**src/rtl/pulse_ripple_counter_if.sv**
```systemverilog
// Output bundle of pulse_ripple_counter: prescaler tick, counter value and carry/overflow flag.
interface pulse_ripple_counter_if #(
    parameter int unsigned WIDTH = 4
);
    logic             o_pulse;
    logic [WIDTH-1:0] o_q;
    logic             o_carry;

    modport master (output o_pulse, output o_q, output o_carry);
    modport slave  (input  o_pulse, input  o_q, input  o_carry);
endinterface

```
**src/rtl/pulse_ripple_counter.sv**
```systemverilog
// Heartbeat counter: a DIV_N prescaler tick advances a WIDTH-bit toggle/carry-chain up-counter.
// Optional build macro PULSE_RIPPLE_COUNTER_SATURATE_EN: hold at all-ones and make o_carry a sticky overflow flag.
module pulse_ripple_counter #(
    parameter int unsigned DIV_N = 4,
    parameter int unsigned WIDTH = 4
) (
    input  logic                   i_clk,
    input  logic                   i_rst_n,
    pulse_ripple_counter_if.master o_if
);
    localparam int unsigned PRE_W = (DIV_N > 1) ? $clog2(DIV_N) : 1;
    localparam logic [PRE_W-1:0] PRE_MAX = PRE_W'(DIV_N - 1);

    if (DIV_N < 2 || DIV_N > 65536) begin : g_bad_div_n
        $error("pulse_ripple_counter: DIV_N=%0d outside 2..65536", DIV_N);
    end
    if (WIDTH < 1 || WIDTH > 32) begin : g_bad_width
        $error("pulse_ripple_counter: WIDTH=%0d outside 1..32", WIDTH);
    end

    logic [PRE_W-1:0] r_pre_cnt;
    logic [PRE_W-1:0] w_pre_cnt_nxt;
    logic             r_pulse;
    logic             w_pulse_nxt;
    logic [WIDTH-1:0] r_q;
    logic [WIDTH-1:0] w_q_nxt;
    logic [WIDTH-1:0] w_toggle;
    logic             w_wrap;

    // Toggle enables rippled from bit 0 upward; the final carry marks a pulse at all-ones.
    always_comb begin
        logic v_carry;
        v_carry  = r_pulse;
        w_toggle = '0;
        for (int i = 0; i < int'(WIDTH); i++) begin
            w_toggle[i] = v_carry;
            v_carry     = v_carry & r_q[i];
        end
        w_wrap = v_carry;
    end

    always_comb begin
        w_pre_cnt_nxt = r_pre_cnt + PRE_W'(1);
        if (r_pre_cnt == PRE_MAX) begin
            w_pre_cnt_nxt = '0;
        end
        w_pulse_nxt = (r_pre_cnt == PRE_MAX);
    end

`ifdef PULSE_RIPPLE_COUNTER_SATURATE_EN
    logic r_ovf;
    logic w_ovf_nxt;

    // A pulse arriving at all-ones holds the count and latches overflow.
    always_comb begin
        w_q_nxt   = r_q ^ w_toggle;
        w_ovf_nxt = r_ovf | w_wrap;
        if (w_wrap) begin
            w_q_nxt = r_q;
        end
    end

    always_ff @(posedge i_clk) begin
        if (!i_rst_n) begin
            r_ovf <= 1'b0;
        end else begin
            r_ovf <= w_ovf_nxt;
        end
    end

    assign o_if.o_carry = r_ovf;
`else
    always_comb begin
        w_q_nxt = r_q ^ w_toggle;
    end

    assign o_if.o_carry = w_wrap;
`endif

    always_ff @(posedge i_clk) begin
        if (!i_rst_n) begin
            r_pre_cnt <= '0;
            r_pulse   <= 1'b0;
            r_q       <= '0;
        end else begin
            r_pre_cnt <= w_pre_cnt_nxt;
            r_pulse   <= w_pulse_nxt;
            r_q       <= w_q_nxt;
        end
    end

    assign o_if.o_pulse = r_pulse;
    assign o_if.o_q     = r_q;
endmodule

```
**src/flat_wrapper.sv**
```systemverilog
// flat-port wrapper written by rule: the top's interface ports become plain ports
module pulse_ripple_counter_flat 
#(
    parameter int unsigned DIV_N = 4,
    parameter int unsigned WIDTH = 4
)
  (i_clk, i_rst_n, o_if_o_pulse, o_if_o_q, o_if_o_carry);
  pulse_ripple_counter_if #(.WIDTH(WIDTH)) o_if_i ();
  input  logic i_clk;
  input  logic i_rst_n;
  output wire logic [$bits(o_if_i.o_pulse)-1:0] o_if_o_pulse;
  output wire logic [$bits(o_if_i.o_q)-1:0] o_if_o_q;
  output wire logic [$bits(o_if_i.o_carry)-1:0] o_if_o_carry;
  assign o_if_o_pulse = o_if_i.o_pulse;
  assign o_if_o_q = o_if_i.o_q;
  assign o_if_o_carry = o_if_i.o_carry;
  pulse_ripple_counter #(.DIV_N(DIV_N), .WIDTH(WIDTH)) u_core (.i_clk(i_clk), .i_rst_n(i_rst_n), .o_if(o_if_i));
endmodule
```
**config.mk**
```make
export PLATFORM = sky130hd
export DESIGN_NAME = pulse_ripple_counter_flat
export DESIGN_NICKNAME = d
export VERILOG_FILES = /design/src/rtl/pulse_ripple_counter_if.sv /design/src/rtl/pulse_ripple_counter.sv /design/src/flat_wrapper.sv
export SDC_FILE = /design/constraint.sdc
export NUM_CORES = 1
export LEC_CHECK = 0
export ABC_CLOCK_PERIOD_IN_PS = 1300
export CAP_MARGIN = 20
export CORE_AREA = 10 10 47 49
export CTS_CLUSTER_SIZE = 16
export DETAILED_ROUTE_END_ITERATION = 6
export DIE_AREA = 0 0 57 59
export PLACE_DENSITY = 0.44
export SYNTH_ARGS = -nofsm -noshare
export SYNTH_HDL_FRONTEND = slang
export SYNTH_SLANG_ARGS = --single-unit
```
**constraint.sdc**
```tcl
create_clock -name i_clk -period 1.3 [get_ports i_clk]
set_input_delay 0.26 -clock i_clk [delete_from_list [all_inputs] [get_ports i_clk]]
set_output_delay 0.26 -clock i_clk [all_outputs]
set_load 0.05 [all_outputs]
```
; ---- After elaboration in Yosys (flattened, before gate mapping)
; Index checks and enable logic that the tools add are counted.
[totals]
out_inout_bits = 6
reg_bits = 7
in_bits = 2
[classes]
bitwise = 6
addsub = 1
n_eq_ne = 1
reduce_logical = 1
[op_table]
columns = operator, n
row1 = AND 1 bit, 4
row2 = bitwise XOR 4 bit, 1
row3 = "adder 2 x 1 -> 2 bit, second input constant", 1
row4 = "== test 2 bit, second input constant", 1
row5 = OR reduction 2 bit, 1
row6 = NOT 1 bit, 1

; ---- Depth between registers and ports, before layout
[logic_depth]
word_depth = 4
ltp_mapped = 5
mapped_depth_nobuf = 5

; ---- Worst setup path after synthesis
; No wires, ideal clock.
[synth_path]
path_type = register to output
start = register u_core.r_pulse (netlist: u_core.o_if.o_pulse)
end = output port o_if_o_carry
t_required_ps = 1040
path_buffers = 0
slack_ps = -520
t_arrival_ps = 1560
path_stages_with_launch = 5
path_cell_list = dfxtp_1 ha_1 ha_1 ha_1 ha_1
[synth_via]
elab_chain_len = 4
[synth_lines]
columns = element, line
row1 = from (decl), pulse_ripple_counter.sv:23  ; logic r_pulse;
row2 = from (signal assigned), pulse_ripple_counter.sv:87  ; r_pulse <= w_pulse_nxt;
row3 = AND 1 bit (4 in series), pulse_ripple_counter.sv:37  ; v_carry = v_carry & r_q[i];
row4 = to (decl), flat_wrapper.sv:13  ; output wire logic [$bits(o_if_i.o_carry)-1:0] o_if_o_carry;
; No other way between the ends.

; ---- Worst setup path after layout
; Ends and elaborated chain as after synthesis.

==> results.md <==
| Item | Value | Unit |
|---|---|---|
| Critical path data arrival time | 1.35 | ns |
| Leakage dissipation | 0.000210 | uW |
| Post-layout net count | 40 | - |
| Clock sinks | 7 | - |
| Final max-slew violation count | 0 | - |
| TritonCTS Buffers | 3 | - |
| Post-route DRC | 0 | - |
| Violations in the final reports | setup timing | - |
| Final period util | 1.24 | - |
| Wirelength, routed | 486 | um |
| Final-layout worst hold slack | 0.451 | ns |
| Normalized max-slew margin | 0.869 | - |
| Slew at the pin closest to its max-slew limit | 0.196 | ns |
| Count of routing violations after the opening detailed-route iteration | 0 | - |
| Dominant register cell in the synthesized netlist | sky130_fd_sc_hd__dfxtp_1 | - |
| Post-route minimum period | 1.61 | ns |
| Post-Place Worst Slack | -0.0808 | ns |
| PnR Total Power | 469 | uW |
| First-pass iteration count of the detailed router | 1 | - |
| Startpoint type of the worst setup path | flop | - |
| Avg Vias per Cell | 3.83 | - |
| Final Hold Fails | 0 | - |
| Setup violators final | 1 | - |
| Adder-cell share of the synthesized area | 0.239 | - |
| Number of rows created at floorplan | 14 | - |
| Power density cells | 929 | nW/um^2 |
| Fraction of power spent switching nets | 0.220 | - |
| Main combinational cell family by area after synthesis | adder cells | - |
| Overflow after GRT | 0 | - |
| Register Area | 150 | um^2 |
| Vias in the first global route | 216 | - |
| Cell types with the largest area share after synthesis | sky130_fd_sc_hd__dfxtp_1 (54%), sky130_fd_sc_hd__ha_1 (24%), sky130_fd_sc_hd__and2_2 (14%) | - |
| Timing-limited maximum frequency | 623 | MHz |
| Post-synth top area share | 0.536 | - |
| Initial Util | 0.187 | - |
| Width of the chip | 57 | um |
| Worst hold-check path type | reg2reg | - |
| CTS tree | built | - |
| Clock share of power | 0.412 | - |
| Most frequent cell after synthesis | sky130_fd_sc_hd__dfxtp_1 | - |
| Sequential area share after synthesis | 0.536 | - |
| Accumulated negative setup slack | -0.306 | ns |
| Fill cell total of the finished layout | 145 | - |
| Leading cell types by count after synthesis | sky130_fd_sc_hd__dfxtp_1 (7), sky130_fd_sc_hd__and2_2 (5), sky130_fd_sc_hd__ha_1 (5), sky130_fd_sc_hd__and3b_1 (1), sky130_fd_sc_hd__nor3b_2 (1) | - |
| Detail Placement HPWL | 445 | um |
| Smallest setup slack after layout | -0.306 | ns |
| Endpoint type of the worst setup path | primary output | - |
| Buffers from clock root to sink, at most | 2 | - |
| Layout cells sized above 1 | 0.781 | - |
| Asr flop ratio synth | 0 | - |
| Internal power | 366 | uW |
| Dominant cell type by area after synthesis | sky130_fd_sc_hd__dfxtp_1 | - |
| Final core utilization | 0.361 | - |
| Mapped Cells | 19 | - |
| Clock-pin slew of the registers on the worst-case setup and hold paths | 0.05 | ns |
| Outcome | finished with violations | - |
| Worst clock skew | 0.000138 | ns |
| Synthesis warning total | 0 | - |
| Full die area | 3360 | um^2 |
| Unique cell type count in the Yosys netlist | 5 | - |
| Reported max-cap violation count | 0 | - |
| Maximum fanout along the worst path | 2 | - |
| Chip Height | 59 | um |
| Compound-cell area share of the yosys netlist | 0 | - |
| Synth Area in Simple Gates | 0.225 | - |
| Category of the most critical setup path | reg2out | - |
| VDD IR-drop max | 351 | uV |
| Routed len/inst | 10.1 | um |
| Post-synthesis register bit count | 7 | - |
| Relative area change from synthesis to final layout | 93.3 | % |
| Buffers added on ports | 7 | - |
| Post-synthesis instance area | 262 | um^2 |
| # H-tree levels | 1 | - |
| All-layer global routing usage | 0.0380 | - |
| Mapped Avg Cell Area | 13.8 | um^2 |
| Total number of vias | 184 | - |
| Register-to-Register Path Depth | 5 | - |
| Area of the multi-input gates | 173 | um^2 |
| Mux cell area share after synthesis | 0 | - |
| Antenna Violating Nets Remaining | 0 | - |
| Worst path required time | 1.04 | ns |
| Instance count along the most critical hold path | 1 | - |
| Diode count | 0 | - |
| Unrepaired setup endpoints after global routing | true | - |
| Synthesized-area fraction occupied by xor and xnor cells | 0 | - |
| Wire length of the first global-routing pass | 924 | um |
| Part of the power in combinational logic | 0.097 | - |
| Number of antenna violations at the first check in global routing | 0 | - |
| Clock latency on the worst-skew pair | 0.24 | ns |
| Clock Tree Root | sky130_fd_sc_hd__clkbuf_4 | - |
| Final estimated routing congestion in global placement | 0.530 | - |
| Net count after synthesis | 26 | - |
| Sequential share of power | 0.491 | - |
| Net load switching power | 103 | uW |
| Number of enable flip-flop cells after synthesis | 0 | - |
| Core area | 1400 | um^2 |
| Maximum number of pins on one net before global-route repair | 8 | - |
| Number of top-level design ports | 8 | - |
[power by group through the flow]
| stage | Combinational, uW | Sequential, uW | Clock [uW] |
|---|---|---|---|
| 3_3_place_gp | 44.9 | 234 | 0 |
| 6_report | 45.5 | 230 | 194 |
| 5_1_grt | 51.3 | 232 | 220 |
| 3_5_place_dp | 47.8 | 235 | 0 |
| 4_1_cts | 47.3 | 231 | 206 |
| 2_1_floorplan | 13.7 | 242 | 0 |
[layer usage]
layer	GRT usage	part of all wire	vias to the layer above
li1	-	-	92
met1	0.0297	0.36	86
met2	0.0620	0.55	6
met3	0.0236	0.093	0
met4	0.0403	0	0
met5	0	0	-
[critical path: stages (launching register included)]
cell and delay (ns):
sky130_fd_sc_hd__dfxtp_4 0.35, sky130_fd_sc_hd__ha_4 0.16, sky130_fd_sc_hd__ha_4 0.15, sky130_fd_sc_hd__ha_4 0.15
sky130_fd_sc_hd__ha_4 0.14, sky130_fd_sc_hd__buf_6 0.14
[worst paths after layout]
path                       start             endpoint  slack (ns)
min reg2reg  u_core.r_pre_cnt[0]  u_core.r_pre_cnt[0]        0.45
max reg2reg  u_core.o_if.o_pulse   u_core.o_if.o_q[3]        0.07
max          u_core.o_if.o_pulse         o_if_o_carry       -0.31
min          u_core.r_pre_cnt[0]  u_core.r_pre_cnt[0]        0.45
[layout make-up]
cell class | count | area share
Timing Repair Buffer | 9 | 0.270
Tap cell | 16 | 0.0396
Sequential cell | 7 | 0.297
Multi-Input combinational cell | 12 | 0.342
Clock buffer | 4 | 0.0520
[logic make-up after synthesis]
kind of cell / Yosys count
flip-flops: 7
AND/OR/NAND/NOR: 7
adder cells (fa/ha/maj): 5
[per-stage QoR]
step,cell area [um^2],cells
CTS,505,48
global route,505,48
floorplan,323,19
detailed placement,475,44
finish,505,48
global placement,475,44
[cells in the final DEF (no fill, tap or decap)]
cell type,n
sky130_fd_sc_hd__ha_4,4
sky130_fd_sc_hd__buf_12,5
sky130_fd_sc_hd__dfxtp_1,3
sky130_fd_sc_hd__and2_4,1
sky130_fd_sc_hd__buf_6,1
sky130_fd_sc_hd__dfxtp_4,2
sky130_fd_sc_hd__dfxtp_2,2
sky130_fd_sc_hd__buf_4,2
sky130_fd_sc_hd__clkdlybuf4s50_1,1
sky130_fd_sc_hd__nor3b_2,1
sky130_fd_sc_hd__clkbuf_1,1
sky130_fd_sc_hd__and3b_1,1
sky130_fd_sc_hd__ha_1,1
sky130_fd_sc_hd__and2_2,4
sky130_fd_sc_hd__clkbuf_4,3
[what timing repair did]
item	4_1_cts	5_1_grt
resized for setup	1	0
setup endpoints to repair	1	1
buffers inserted	0	0
hold buffers	0	0
cloned	0	0
[flip-flops by register name (all words and copies together) (netlist names)]
register	count
u_core.r_pre_cnt	2
u_core.o_if.o_pulse	1
u_core.o_if.o_q	4
(Power assumes the default switching activity.)
